`config.mk`:
```
export PLATFORM = sky130hd
export DESIGN_NAME = fir_filter_serial
export DESIGN_NICKNAME = d
export VERILOG_FILES = /design/src/rtl/fir_filter_serial.sv
export SDC_FILE = /design/constraint.sdc
export NUM_CORES = 2
export LEC_CHECK = 0
export ABC_AREA = 1
export CORE_UTILIZATION = 65
export DETAILED_ROUTE_END_ITERATION = 10
export MAX_ROUTING_LAYER = met4
export PLACE_DENSITY = 0.9
export SYNTH_ARGS = -nofsm -noshare
export SYNTH_HDL_FRONTEND = slang
export SYNTH_SLANG_ARGS = --single-unit
```
`constraint.sdc`:
```
create_clock -name clk -period 14.55 [get_ports clk]
set_input_delay 2.1825 -clock clk [delete_from_list [all_inputs] [get_ports clk]]
set_output_delay 2.1825 -clock clk [all_outputs]
set_load 0.02 [all_outputs]
```
`src/rtl/fir_filter_serial.sv`:
```
// fir_filter_serial: time-multiplexed signed FIR filter with a single shared multiplier.
// Accepts one sample per TAPS+2 cycles over a valid/ready handshake and emits a scaled result
// as a one-cycle out_valid pulse. Coefficients can be rewritten at runtime whenever the MAC
// loop is not running.
// Build option: define FIR_SAT_EN to saturate the scaled output and expose sat_flag;
// otherwise the scaled output wraps modulo 2^DATA_W.
module fir_filter_serial #(
   parameter int unsigned DATA_W    = 16,
   parameter int unsigned COEF_W    = 18,
   parameter int unsigned TAPS      = 32,
   parameter int unsigned OUT_SHIFT = 17
) (
   input  logic                      clk,
   input  logic                      reset_n,
   input  logic                      in_valid,
   output logic                      in_ready,
   input  logic [DATA_W-1:0]         in_data,
   input  logic                      coef_we,
   input  logic [$clog2(TAPS)-1:0]   coef_addr,
   input  logic [COEF_W-1:0]         coef_data,
   output logic                      coef_ready,
   output logic                      out_valid,
   output logic [DATA_W-1:0]         out_data,
   output logic                      busy
`ifdef FIR_SAT_EN
   ,
   output logic                      sat_flag
`endif
);

   localparam int unsigned IW     = $clog2(TAPS);
   localparam int unsigned PROD_W = DATA_W + COEF_W;
   localparam int unsigned ACC_W  = DATA_W + COEF_W + IW;

   localparam logic [IW:0]   TAPS_LIM = (IW + 1)'(TAPS);
   localparam logic [IW-1:0] IDX_LAST = IW'(TAPS - 1);

   typedef enum logic [1:0] {
      StIdle,
      StMac,
      StOut
   } state_t;

   state_t                          r_state;
   logic [IW-1:0]                   r_idx;
   logic signed [ACC_W-1:0]         r_acc;
   logic [TAPS-1:0][DATA_W-1:0]     r_dly;
   logic [TAPS-1:0][COEF_W-1:0]     r_coef;
   logic                            r_in_ready;
   logic                            r_coef_ready;
   logic                            r_busy;
   logic                            r_out_valid;
   logic [DATA_W-1:0]               r_out_data;

   logic                            w_accept;
   logic                            w_coef_wr;
   logic signed [COEF_W-1:0]        w_cur_coef;
   logic signed [DATA_W-1:0]        w_cur_dly;
   logic signed [PROD_W-1:0]        w_prod;
   logic signed [ACC_W-1:0]         w_prod_ext;
   logic [DATA_W-1:0]               w_out;

   assign w_accept  = in_valid & r_in_ready;
   // Writes are dropped while the MAC loop is running and for out-of-range tap indices.
   assign w_coef_wr = coef_we & r_coef_ready & ({1'b0, coef_addr} < TAPS_LIM);

   // One tap product per cycle; the operands are widened first so the product is exact.
   assign w_cur_coef = $signed(r_coef[r_idx]);
   assign w_cur_dly  = $signed(r_dly[r_idx]);
   assign w_prod     = PROD_W'(w_cur_coef) * PROD_W'(w_cur_dly);
   assign w_prod_ext = ACC_W'(w_prod);

`ifdef FIR_SAT_EN
   logic signed [ACC_W-1:0]         w_shifted;
   logic [ACC_W-DATA_W:0]           w_hi;
   logic                            w_ovf;
   logic [DATA_W-1:0]               w_sat_val;
   logic                            r_sat_flag;

   assign w_shifted = r_acc >>> OUT_SHIFT;
   // The value fits in DATA_W bits only if everything above the output MSB is pure sign extension.
   assign w_hi      = w_shifted[ACC_W-1:DATA_W-1];
   assign w_ovf     = ~((&w_hi) | (~|w_hi));
   assign w_sat_val = w_shifted[ACC_W-1] ? {1'b1, {(DATA_W - 1){1'b0}}}
                                         : {1'b0, {(DATA_W - 1){1'b1}}};
   assign w_out     = w_ovf ? w_sat_val : w_shifted[DATA_W-1:0];
   assign sat_flag  = r_sat_flag;
`else
   // Keep the low DATA_W bits of the shifted accumulator (wraps modulo 2^DATA_W).
   assign w_out = DATA_W'(r_acc >>> OUT_SHIFT);
`endif

   // Control FSM: handshake flags, tap sequencing, accumulation and the output register.
   always_ff @(posedge clk or negedge reset_n) begin
      if (!reset_n) begin
         r_state      <= StIdle;
         r_idx        <= '0;
         r_acc        <= '0;
         r_in_ready   <= 1'b0;
         r_coef_ready <= 1'b1;
         r_busy       <= 1'b0;
         r_out_valid  <= 1'b0;
         r_out_data   <= '0;
`ifdef FIR_SAT_EN
         r_sat_flag   <= 1'b0;
`endif
      end else begin
         r_out_valid <= 1'b0;
`ifdef FIR_SAT_EN
         r_sat_flag  <= 1'b0;
`endif
         unique case (r_state)
            StIdle: begin
               if (w_accept) begin
                  r_acc        <= '0;
                  r_idx        <= '0;
                  r_in_ready   <= 1'b0;
                  r_coef_ready <= 1'b0;
                  r_busy       <= 1'b1;
                  r_state      <= StMac;
               end else begin
                  // Also raises in_ready on the first edge after reset release.
                  r_in_ready <= 1'b1;
               end
            end
            StMac: begin
               r_acc <= r_acc + w_prod_ext;
               if (r_idx == IDX_LAST) begin
                  r_busy       <= 1'b0;
                  r_coef_ready <= 1'b1;
                  r_state      <= StOut;
               end else begin
                  r_idx <= r_idx + 1'b1;
               end
            end
            StOut: begin
               r_out_data  <= w_out;
               r_out_valid <= 1'b1;
`ifdef FIR_SAT_EN
               r_sat_flag  <= w_ovf;
`endif
               r_in_ready  <= 1'b1;
               r_state     <= StIdle;
            end
            default: begin
               r_state <= StIdle;
            end
         endcase
      end
   end

   // Delay line: shifts on every accepted sample, newest sample at tap 0.
   always_ff @(posedge clk or negedge reset_n) begin
      if (!reset_n) begin
         r_dly <= '0;
      end else if (w_accept) begin
         r_dly <= {r_dly[TAPS-2:0], in_data};
      end
   end

   // Coefficient bank: a write coincident with an accept lands before that sample's first product.
   always_ff @(posedge clk or negedge reset_n) begin
      if (!reset_n) begin
         r_coef <= '0;
      end else if (w_coef_wr) begin
         r_coef[coef_addr] <= coef_data;
      end
   end

   assign in_ready   = r_in_ready;
   assign coef_ready = r_coef_ready;
   assign busy       = r_busy;
   assign out_valid  = r_out_valid;
   assign out_data   = r_out_data;

endmodule

```
# After elaboration in Yosys (flattened, before gate mapping)
# Cells that the tools add are included.
# op_classes
addsub	2
mul	1
n_lt_le_gt_ge	3
eq_ne	6
n_mux	24
bitwise	2
reduce_logical	8
# op_table
operator	n
$bwmux W576	1
$bmux W18 S5	1
$demux W18 S5	1
$bmux W16 S5	1
$pmux W39 S2	1
$add A39 B34 Y39	1
$mux W39	1
$mux W18	2
$mul A18 B16 Y34	1
$mux W16	1
$lt A5 B6 Y1 const B	2
$mux W5	2
$pmux W5 S2	1
$mux W1	6
$ne A2 B2 Y1 const B	3
$pmux W1 S2	3
$reduce_and A3 Y1	2
$add A5 B1 Y5 const B	1
$eq A5 B5 Y1 const B	1
$ge A5 B1 Y1 const B	1
$mux W2	2
$pmux W2 S2	1
$reduce_and A2 Y1	2
$reduce_bool A2 Y1	2
5 further kinds	6
# totals
regBits	1154
in_bits	43
out_inout_bits	20
word_cells	118

# Logic depth before layout (Yosys ltp)
# depth
depth_word	5
depth_mapped	45
ltp_nobuf	40

# Worst setup path before layout
# No wires, ideal clock.
# synth_timing
kind	reg2reg
from	register r_idx[0]
to	register r_acc[32]
setup_time_ns	0.119
arrival_ns	6.548
t_required_ns	14.431
path_slack_ns	7.883
path_stages_with_launch	35
path_buffers	5
synth_period_minus_slack_ns	6.667
path_cell_list	dfrtp_1 buf_6 buf_6 buf_6 buf_6 buf_2 a21oi_1 o21ai_0 nand3_1 nand3_1 nand4_1 nand2_2 inv_1 nand2_1 fa_1 inv_1 fa_1 fa_1 fa_1 fa_1 inv_1 fa_1 inv_1 ha_1 nand2_1 nor2_1 inv_1 nor2_1 inv_1 o211ai_1 a21oi_1 inv_1 nand3_1 nand3_1 nand2_1
# synth_between
elab_chain_len	5
elab_cells_between_ends	7
cone_classes	add/sub (1); mul (1); mux (5)
# synth_lines
element	line_no	text
from (decl)	45	logic [IW-1:0] r_idx;
from (signal assigned)	133	r_idx <= r_idx + 1'b1;
$bmux W18 S5 or $bmux W16 S5 (tied branches)	68, 69	
$mux W18 (not written as such) or $mux W16 (tied branches)	68, 69	
$mul A18 B16 Y34 (*)	70	assign w_prod = PROD_W'(w_cur_coef) * PROD_W'(w_cur_dly);
$add A39 B34 Y39 (*)	127	r_acc <= r_acc + w_prod_ext;
$pmux W39 S2 (*)	112	unique case (r_state)
to (signal assigned)	127	
to (decl)	46	logic signed [ACC_W-1:0] r_acc;
# Mark *: on every way between the ends. The rest lies on a longest branch, timed or not. The select of a mux whose other input is x is not followed.
# A chain may end at the register's enable or synchronous reset.

# Worst setup path in the final report
# layout_timing
from	register r_idx[0]
to	register r_acc[29]
# The elaborated chain is that of the path after synthesis.

==> flow_summary.ini <==
[logic_synthesis]
synth_flop_cell = dfrtp_1
synth_edf_count = 0
ys_async_sr_fraction_pct = 100
syn_nets = 8000
synth_commonest_cells = 1716 x nand2_1, 1588 x o21ai_0, 1147 x dfrtp_1
synth_cell_types = 41
ys_top_cells_by_area = dfrtp_1 46%, o21ai_0 13%, nand2_1 10%, fa_1 10%, inv_1 4.8%
synth_top_area_cell = dfrtp_1
avgSynthCellArea_um2 = 8.35
yosysTopAreaCellShare_pct = 45.6
synthCells = 7541
ys_ff_latch = 1148
ys_seq_area_share_pct = 45.6
yosys_warnings = 0
syn_area_um2 = 63000
synthMostInstantiatedCell = nand2_1

[final_layout]
fin_cells = 8631
fin_area_um2 = 67300
nFillCells = 6848
antenna_cells = 0
syn_to_final_growth_pct = 6.92
layout-drive-gt1-share_pct = 4.44
final_util_pct = 70.5
fin_nets = 7727

[routing]
finalWirelength_um = 173000
drt_iter0_drc = 6918
viasPerCell = 6.20
dr.pass1.iters = 7
vias = 53500
wl_per_cell_um = 20.1
drc = 0
ant_nets = 0

[floorplan]
die-area_um2 = 98100
row_count = 113
fp.dieW_um = 313
io_pins = 63
start_util_pct = 66.0
design.core.area_um2 = 95400
die_h_um = 313

[clocking]
clk_pin_slew_worst_paths_ns = 0.07
postCtsSetupBuffers = 0
cts_buffer_depth = 3
clkLatencyLatePin_ns = 0.73
htreeDepth = 3
cts_tree = done
numCtsBuffers = 114
numClockSinks = 1148
ctsResizeCount = 0
holdBufCountCts = 0
ctsRootBufferMaster = clkbuf_16

[grt]
grt_pass1_vias = 53600
met1_usage_pct = 46.6
grt_util_met3_pct = 6.90
top_usage_layer = met2
grtUsageMet2_pct = 57.1
overflow = 0
grt.total_usage_pct = 36.9
antenna_found_initial = 0
grt_max_degree = 267
grt_pass1_wl_um = 280000

[sta]
fin_crit_sh_pct = 66.9
slew_headroom_pct = 12.1
tightest_slew_ns = 1.32
max_freq_mhz = 103
period_minus_slack_ns = 9.74
slew_violations = 0
tns_ns = 0
hold_viol_final = 0
rsz0062_at_grt = no
worst_clock_skew_ns = 0.0218
setup_violations = 0

[setup_path]
critPathKind = reg -> reg
worst_path_max_delay_cell = fa_1
worstSetupStartpointType = flip-flop
crit_path_frequent_cell = fa_1
cp_top_family = adder cells
worstPathRequired_ns = 15.10
slowest_delay_ns = 0.78
path_max_fanout = 237
crit_path_end_kind = flip-flop
path_buf_inv = 7
arrival_ns = 10.29

[place]
gp_congestion = 0.989
dp_cells = 8417
dpl.hpwl_um = 103000
dpl_cell_area_um2 = 63400
port_buffers = 62

[min_path]
hold_class = reg -> reg

[run_status]
status = completed

[job]
max_cap_viol_count = 0
-- state kept, by name, summed over array words and instances, names as in the netlist, 2 cells and up --
| name | cells |
|---|---|
| r_dly | 512 |
| out_data | 16 |
| r_state | 2 |
| r_coef | 576 |
| r_idx | 5 |
| r_acc | 33 |
-- layout by cell type, fill, tap and decap left out, drive strengths merged, types with 61 or more instances in the layout --
| cell type | instances |
|---|---|
| a21oi | 223 |
| buf | 65 |
| clkbuf | 163 |
| clkdlybuf4s50 | 61 |
| dfrtp | 1147 |
| fa | 315 |
| ha | 101 |
| inv | 846 |
| nand2 | 1742 |
| nand3 | 212 |
| nor2 | 505 |
| o21ai | 1616 |
| o22ai | 105 |
-- kinds of logic (layout without fill, tap and decap cells) --
kind of cell	Yosys count	in the layout	synth area share (%)
AND/OR/NAND/NOR	2540	2540	16.0
AO/OA/AOI/OAI	2069	2069	17.3
buffers and inverters	1354	1179	8.88
flip-flops	1148	1148	45.6
adder cells (fa/ha/maj)	416	416	12.0
XOR/XNOR	14	14	0.195
-- tightest hold or removal path: stages, from the launching register on --
cell     delay, ns
dfrtp_1       0.34
nand2_1       0.05
o21ai_0       0.06
-- layout make-up --
type	count	area [µm²]	share of cell area, %
Clock buffer	163	3310	4.91
Clock inverter	51	651	0.966
Inverter	839	3170	4.71
Multi-Input combinational cell	5039	28700	42.6
Sequential cell	1148	28700	42.7
Tap cell	1265	1580	2.35
Timing Repair Buffer	126	1220	1.81
-- layer usage --
layer	part of all wire [%]	up-vias
li1	-	23800
met1	38	25900
met2	47	3212
met3	9.9	675
met4	5.7	0
met5	0	-
-- stage by stage --
stage	hold WS [ns]	setup slack [ns]
3_3_place_gp	0.460	5.28
4_1_cts	0.483	5.07
2_1_floorplan	0.448	7.88
3_5_place_dp	0.466	5.26
6_report	0.482	4.81
5_1_grt	0.494	4.36
-- path summary, 6_finish.rpt --
path	from	to	slack (ns)	cells after the start
worst max-delay path	r_idx[0]	r_acc[29]	4.81	27
worst min-delay path	r_coef[162]	r_coef[162]	0.48	2
worst max register to register	r_idx[0]	r_acc[29]	4.81	27
worst min register to register	r_coef[162]	r_coef[162]	0.48	2
max in group asynchronous	reset_n	r_coef[236]	10.52	3
min in group asynchronous	reset_n	r_coef[127]	1.58	1
Power is left out: the tool's default activity adds up to more than one toggle a clock period on the data nets, which glitch-free logic cannot reach.
